===== config.mk =====
export PLATFORM = sky130hd
export DESIGN_NAME = fx_sample_sequencer
export DESIGN_NICKNAME = d
export VERILOG_FILES = /design/src/rtl/fx_sample_sequencer.sv
export SDC_FILE = /design/constraint.sdc
export NUM_CORES = 1
export LEC_CHECK = 0
export ABC_AREA = 1
export BUFFER_PORTS_ARGS = -buffer_cell sky130_fd_sc_hd__buf_4
export CAP_MARGIN = 5
export CORE_MARGIN = 10
export CORE_UTILIZATION = 50
export CTS_BUF_LIST = sky130_fd_sc_hd__clkbuf_4 sky130_fd_sc_hd__clkbuf_8
export CTS_CLUSTER_SIZE = 24
export DETAILED_ROUTE_END_ITERATION = 12
export GPL_TIMING_DRIVEN = 1
export PLACE_DENSITY = 0.81
export SLEW_MARGIN = 20
export SYNTH_ARGS = -nofsm -noshare
export SYNTH_HDL_FRONTEND = slang
export SYNTH_SLANG_ARGS = --single-unit

===== constraint.sdc =====
create_clock -name clk_500 -period 3.9 [get_ports clk_500]
set_input_delay 0.78 -clock clk_500 [delete_from_list [all_inputs] [get_ports clk_500]]
set_output_delay 0.78 -clock clk_500 [all_outputs]
set_load 0.005 [all_outputs]

===== src/rtl/fx_sample_sequencer.sv =====
// Per-sample sequencer: input FIFO -> effect core -> output FIFO, with a bounded wait for the core.
// The output path never stalls; a full output FIFO drops the result. Statistics counters saturate.
module fx_sample_sequencer #(
  parameter int DATA_W  = 32,
  parameter int TIMEOUT = 64,
  parameter int CNT_W   = 16
) (
  input  logic              clk_500,
  input  logic              reset,
  input  logic              enable,
  input  logic              clr_stats,
  input  logic              in_rdempty,
  input  logic [DATA_W-1:0] in_q,
  output logic              in_rdreq,
  output logic [DATA_W-1:0] fx_sample,
  output logic              fx_valid,
  input  logic              fx_done,
  input  logic [DATA_W-1:0] fx_out,
  input  logic              out_wrfull,
  output logic              out_wrreq,
  output logic [DATA_W-1:0] out_data,
  output logic              busy,
  output logic [CNT_W-1:0]  processed_cnt,
  output logic [CNT_W-1:0]  timeout_cnt,
  output logic [CNT_W-1:0]  drop_cnt
);

  localparam int TMR_W = (TIMEOUT > 1) ? $clog2(TIMEOUT) : 1;
  localparam logic [TMR_W-1:0] TMR_LAST = TMR_W'(TIMEOUT - 1);
  localparam logic [CNT_W-1:0] CNT_MAX  = '1;

  typedef enum logic [2:0] {
    S_IDLE,
    S_POP,
    S_CAPTURE,
    S_ISSUE,
    S_WAIT,
    S_PUSH
  } state_t;

  state_t              r_state;
  logic [DATA_W-1:0]   r_sample;
  logic [DATA_W-1:0]   r_result;
  logic [TMR_W-1:0]    r_timer;
  logic [CNT_W-1:0]    r_processed;
  logic [CNT_W-1:0]    r_timeout;
  logic [CNT_W-1:0]    r_drop;

  logic w_tmo;
  logic w_push_ok;
  logic w_push_drop;

  // A done strobe on the last permitted WAIT cycle beats the timeout.
  assign w_tmo       = (r_state == S_WAIT) && !fx_done && (r_timer == TMR_LAST);
  assign w_push_ok   = (r_state == S_PUSH) && !out_wrfull;
  assign w_push_drop = (r_state == S_PUSH) && out_wrfull;

  assign in_rdreq      = (r_state == S_POP);
  assign fx_valid      = (r_state == S_ISSUE);
  assign out_wrreq     = w_push_ok;
  assign fx_sample     = r_sample;
  assign out_data      = r_result;
  assign busy          = (r_state != S_IDLE);
  assign processed_cnt = r_processed;
  assign timeout_cnt   = r_timeout;
  assign drop_cnt      = r_drop;

  function automatic logic [CNT_W-1:0] sat_inc(input logic [CNT_W-1:0] v);
    return (v == CNT_MAX) ? v : v + CNT_W'(1);
  endfunction

  always_ff @(posedge clk_500) begin
    if (reset) begin
      r_state  <= S_IDLE;
      r_sample <= '0;
      r_result <= '0;
      r_timer  <= '0;
    end else begin
      case (r_state)
        S_IDLE: begin
          if (enable && !in_rdempty) r_state <= S_POP;
        end
        S_POP: r_state <= S_CAPTURE;
        S_CAPTURE: begin
          r_sample <= in_q;
          r_state  <= S_ISSUE;
        end
        S_ISSUE: begin
          r_timer <= '0;
          r_state <= S_WAIT;
        end
        S_WAIT: begin
          if (fx_done) begin
            r_result <= fx_out;
            r_state  <= S_PUSH;
          end else if (r_timer == TMR_LAST) begin
            r_result <= r_sample;
            r_state  <= S_PUSH;
          end else begin
            r_timer <= r_timer + TMR_W'(1);
          end
        end
        S_PUSH:  r_state <= S_IDLE;
        default: r_state <= S_IDLE;
      endcase
    end
  end

  always_ff @(posedge clk_500) begin
    if (reset || clr_stats) begin
      r_processed <= '0;
      r_timeout   <= '0;
      r_drop      <= '0;
    end else begin
      if (w_push_ok)   r_processed <= sat_inc(r_processed);
      if (w_tmo)       r_timeout   <= sat_inc(r_timeout);
      if (w_push_drop) r_drop      <= sat_inc(r_drop);
    end
  end

endmodule

==> results of run 1 <==
-- power breakdown --
| group | leakage, nW | total, mW | internal, mW | switching [mW] |
|---|---|---|---|---|
| logic | 2.26 | 0.352 | 0.166 | 0.186 |
| clock network | 0.245 | 1.39 | 0.874 | 0.517 |
| registers | 0.978 | 1.33 | 1.29 | 0.0343 |
-- logic make-up (layout without fill, tap and decap cells) --
family	count (synthesis)	in the layout	synth area share
and+or+nand+nor	471	471	0.329
AOI/OAI and AO/OA	176	176	0.154
buffers and inverters	123	308	0.0846
DFF	121	121	0.418
adders and majority gates	4	4	0.00863
xor gates and xnor gates	4	4	0.00604
-- path summary, 6_finish.rpt --
path	from	end	slack, ns
setup / recovery	r_state[2]	out_wrreq	1.54
hold / removal	fx_sample[5]	fx_sample[5]	0.47
setup reg to reg	r_timer[0]	r_timer[5]	1.95
hold reg to reg	fx_sample[5]	fx_sample[5]	0.47
-- registers in the layout, summed over array words and instances, names as in the netlist --
| signal | flops |
|---|---|
| r_state | 3 |
| processed_cnt | 16 |
| out_data | 32 |
| r_timer | 6 |
| fx_sample | 32 |
| drop_cnt | 16 |
| timeout_cnt | 16 |
-- worst reg2reg max path: stages (launching register included) --
cell and delay (ns):
dfxtp_1 0.37, ha_1 0.21, nand3_1 0.08, nor2_1 0.26, nand2_1 0.11, nand2_2 0.43, nor2_2 0.14, o21ai_0 0.20
nor2_1 0.05
-- layout by cell type, fill, tap and decap left out --
cell,n
nand4_2,2
inv_2,4
clkinv_4,1
xnor2_1,1
clkinvlp_4,2
o21ai_2,2
nand3_1,47
nand4_1,8
xor2_1,3
nor2_1,202
inv_1,83
nor2_4,1
nor3_1,5
bufinv_16,6
nand2_1,195
clkinv_2,3
nand3b_1,1
o21ai_1,4
a31oi_1,2
a21oi_1,65
dfxtp_1,121
and3_1,1
clkbuf_8,20
nand3_2,1
o21ai_0,103
nor2_2,6
and2_1,1
nand2_2,1
buf_4,189
ha_1,4
-- routing by layer --
metal	vias up	GRT usage	wire length, um
met3	22	0.0931	1770
met4	0	0.0762	269
met5	-	0	0
met2	197	0.348	8470
li1	3217	-	-
met1	2808	0.230	7000
-- stage by stage --
step                hold slack, ns  total power, mW  std cells  instance area, um2
finish                       0.468             3.07       1227                7730
global route                 0.485             3.20       1227                7730
CTS                          0.467             3.09       1227                7730
detailed placement           0.456             1.71       1195                7230
global placement             0.451             1.70       1195                7230
floorplan                    0.450             1.52        899                5800
-- cell type report --
| type | instances | area (um2) | area share |
|---|---|---|---|
| inverters | 87 | 327 | 0.0423 |
| clock buffers | 20 | 275 | 0.0356 |
| clock inverters | 12 | 219 | 0.0283 |
| multi-input cells | 655 | 2890 | 0.374 |
| well taps | 143 | 179 | 0.0232 |
| flip-flops and latches | 121 | 2420 | 0.313 |
| repair buffers | 189 | 1420 | 0.184 |
==> run metrics, run 1 <==
status complete, no violations; Yosys warning total 0; grt ovf 0; cts hold-fix bufs 0; Post-synth top flop dfxtp_1; Power per Cell Area 397 mW/mm2; GPL Wtd Cong 0.924; Critical Path AT 1.58 ns; final WL 17500 um; Routed Antenna Nets 0; Cell Area, Synth 0.00580 mm2; GR Util All Layers 0.209; final setup margin 1.54 ns; FF+latch count, synth 121; Startpoint Class register; largest cells by area after synthesis dfxtp_1 42%, nor2_1 13%, nand2_1 13%; post-synthesis cell count 899; post-synthesis net count 974; clock buffer depth 2; most frequent cell after synthesis nor2_1; Die Ht 128 um; vias in the first global route 5712; WHS Path Cells 2; clock period minus worst slack 2.36 ns; Antenna diodes 0; CP cell instances nand3_1, nor2_2, buf_4; Synth-to-Final Area Change 33.3%; die area 0.0163 mm2; CP Depth 3; vias post-DR 6244; CTS buffer count 17; number of synthesized flops with an enable pin 0; initial antenna violation count 0; Vias/cell 5.09; final core occ 0.680; Reg clk slew, reported paths 0.08 ns; critical path's top delay family flip-flops; clk root buf clkbuf_8; Slowest cell on crit path dfxtp_1; CP Capture Type output port; count of different cell masters after synthesis 28; Fmax 0.423 GHz; Final setup viols 0; I/O Buffers 186; Worst Clk Skew 0.00962 ns; layout cells sized above 1 0.220; Worst Reg-to-Reg Cells 8; largest fanout on the critical path 11; filler instances 1038; critical path type reg -> out; Sum Neg Setup Slack 0 ns; I/O pins 187; row cnt 39; async set-or-reset flop fraction in the synthesized netlist 0; DP Worst Slack 1.61 ns; first-pass GRT wire length 28000 um; Seq/Total Area, Yosys 0.418; Rel. slew slack 0.381; Hold Path Class reg -> reg; wire per inst 14.3 um; synth cell count leaders 203 x nor2_1, 195 x nand2_1, 121 x dfxtp_1; clk sink count 121; Pre-antenna DRT Iters 7; Layout Nets 1146; Slew Limit Fails 0; 1st-iter DRT viols 494; final hold violation count 0; Mean Syn Cell Area 6.45 um2; Residual DRC 0; largest net degree at the start of global routing 68; Post-CTS Setup Inserts 0; Max-Cap Viols 0; Starting Density 0.510; RSZ-0062 raised after global routing no; P_leak 3.48 nW; post-cts sizing count 0; final worst-path cycle share 0.606; peak supply drop 0.369 mV; Max stage delay on crit path 0.58 ns; Die Span X 128 um; share of the synthesized area in the top cell type 0.418; Worst Path Buf+Inv 1; # H-tree levels 4; Least-Margin Pin Slew 0.929 ns; CORE AREA 0.0114 mm2; Post-DP HPWL 12900 um; Clock Latency Late Sink 0.45 ns; Yosys top cell by area dfxtp_1; Critical Path RT 3.12 ns; CTS tree yes
Note: power is estimated with default switching activity, not from simulation.
==> run 2: changes to the inputs <==
Clock period 3.9 ns to 2.23 ns, I/O delays scaled along.
==> run 2 against run 1 <==
Die area is the same. Sequential cell count is the same. Critical path depth is the same. Clock skew shrank 0.0034 ns. Core utilization grew 0.48 points. Non-clock buffer count grew 6. Critical endpoint unchanged. Largest cell class unchanged. Highest routed layer unchanged.
==> run metrics, run 2 (synthesis gave the netlist of run 1 again) <==
Post-DP HPWL 13100 um; Slew Limit Fails 0; cts hold-fix bufs 0; Clock Latency Late Sink 0.44 ns; Sum Neg Setup Slack 0 ns; clock period minus worst slack 2.00 ns; Layout Nets 1152; die area 0.0163 mm2; Die Span X 128 um; switching power total 1.24 mW; Routed Antenna Nets 0; Fmax 0.500 GHz; CTS buffer count 17; Least-Margin Pin Slew 0.608 ns; most common cell after layout, fill and taps aside nor2_1; Max stage delay on crit path 0.58 ns; # H-tree levels 4; clock buffer depth 2; fin area 0.00778 mm2; final WL 17500 um; RSZ-0062 raised after global routing no; Vias/cell 5.05; DP Area 0.00732 mm2; Pre-antenna DRT Iters 5; Max-Cap Viols 0; Sequential Power Share 0.445; GPL Wtd Cong 0.888; Slowest cell on crit path dfxtp_1; CP cell instances nand3_1, nor2_2, buf_4; Residual DRC 0; 1st-iter DRT viols 524; clk root buf clkbuf_8; Reg clk slew, reported paths 0.07 ns; Synth-to-Final Area Change 34.3%; Rel. slew slack 0.594; largest fanout on the critical path 11; CTS tree yes; Worst Clk Skew 0.00623 ns; layout cells sized above 1 0.224; final hold violation count 0; Startpoint Class register; peak supply drop 0.586 mV; Die Ht 128 um; Hold Path Class in -> reg; status complete, no violations; Antenna diodes 0; part of the power in combinational logic 0.122; P_leak 3.52 nW; Clock Power Share 0.433; Power per Cell Area 671 mW/mm2; WHS 0.218 ns; initial antenna violation count 0; vias in the first global route 5898; clk sink count 121; row cnt 39; first-pass GRT wire length 28200 um; grt ovf 0; wire per inst 14.2 um; I/O Buffers 186; final worst-path cycle share 0.897; Critical Path AT 1.55 ns; switch share 0.236; largest net degree at the start of global routing 71; Final setup viols 0; Post-CTS Setup Inserts 0; I/O pins 187; commonest non-fill, non-tap cells in the layout 202 x nor2_1, 195 x nand2_1, 192 x buf_4; Critical Path RT 1.78 ns; vias post-DR 6231; GR Util All Layers 0.209; post-cts sizing count 0; Starting Density 0.510; critical path type reg -> out; Internal 3.99 mW; CP Capture Type output port; CORE AREA 0.0114 mm2
run 2: worst max-delay path: cells and delay by family (launching register included):
kind | cells | cell delay (ns)
DFF | 1 | 0.58
and+or+nand+nor | 2 | 0.37
buffers and inverters | 1 | 0.16
run 2: metrics by stage:
step | cells | worst slack (ns) | power, mW | utilization
floorplan | 899 | 0.755 | 2.65 | -
global placement | 1201 | 0.473 | 3.00 | 0.643
detailed placement | 1201 | 0.404 | 3.01 | 0.643
CTS | 1233 | 0.212 | 5.27 | 0.684
global route | 1233 | 0.105 | 5.44 | 0.684
finish | 1233 | 0.229 | 5.22 | 0.684
run 2: power by group through the flow:
stage          clock network, mW  logic (mW)  registers (mW)
3_5_place_dp                   0       0.642            2.37
5_1_grt                     2.39       0.714            2.34
2_1_floorplan                  0       0.282            2.37
3_3_place_gp                   0       0.635            2.37
4_1_cts                     2.30       0.645            2.32
6_report                    2.26       0.639            2.33
run 2: layout make-up:
type / instances / area (um2)
clock buffers: 25 / 332
clock inverters: 7 / 135
fillers: 1033 / 3590
inverters: 87 / 327
multi-input cells: 655 / 2890
flip-flops and latches: 121 / 2420
well taps: 143 / 179
repair buffers: 195 / 1500
run 2: worst paths after layout:
| kind | from | end | slack [ns] | cells past startpoint |
|---|---|---|---|---|
| min | reset | r_timer[1] | 0.22 | 2 |
| min reg2reg | fx_sample[11] | fx_sample[11] | 0.47 | 2 |
| max | r_state[2] | out_wrreq | 0.23 | 3 |
| max reg2reg | processed_cnt[0] | processed_cnt[15] | 0.39 | 8 |
run 2: per-layer routing:
layer | GRT usage | up-vias | part of all wire
li1 | - | 3217 | -
met4 | 0.0781 | 0 | 0.018
met5 | 0 | - | 0
met3 | 0.0881 | 29 | 0.084
met2 | 0.347 | 183 | 0.48
met1 | 0.234 | 2802 | 0.42
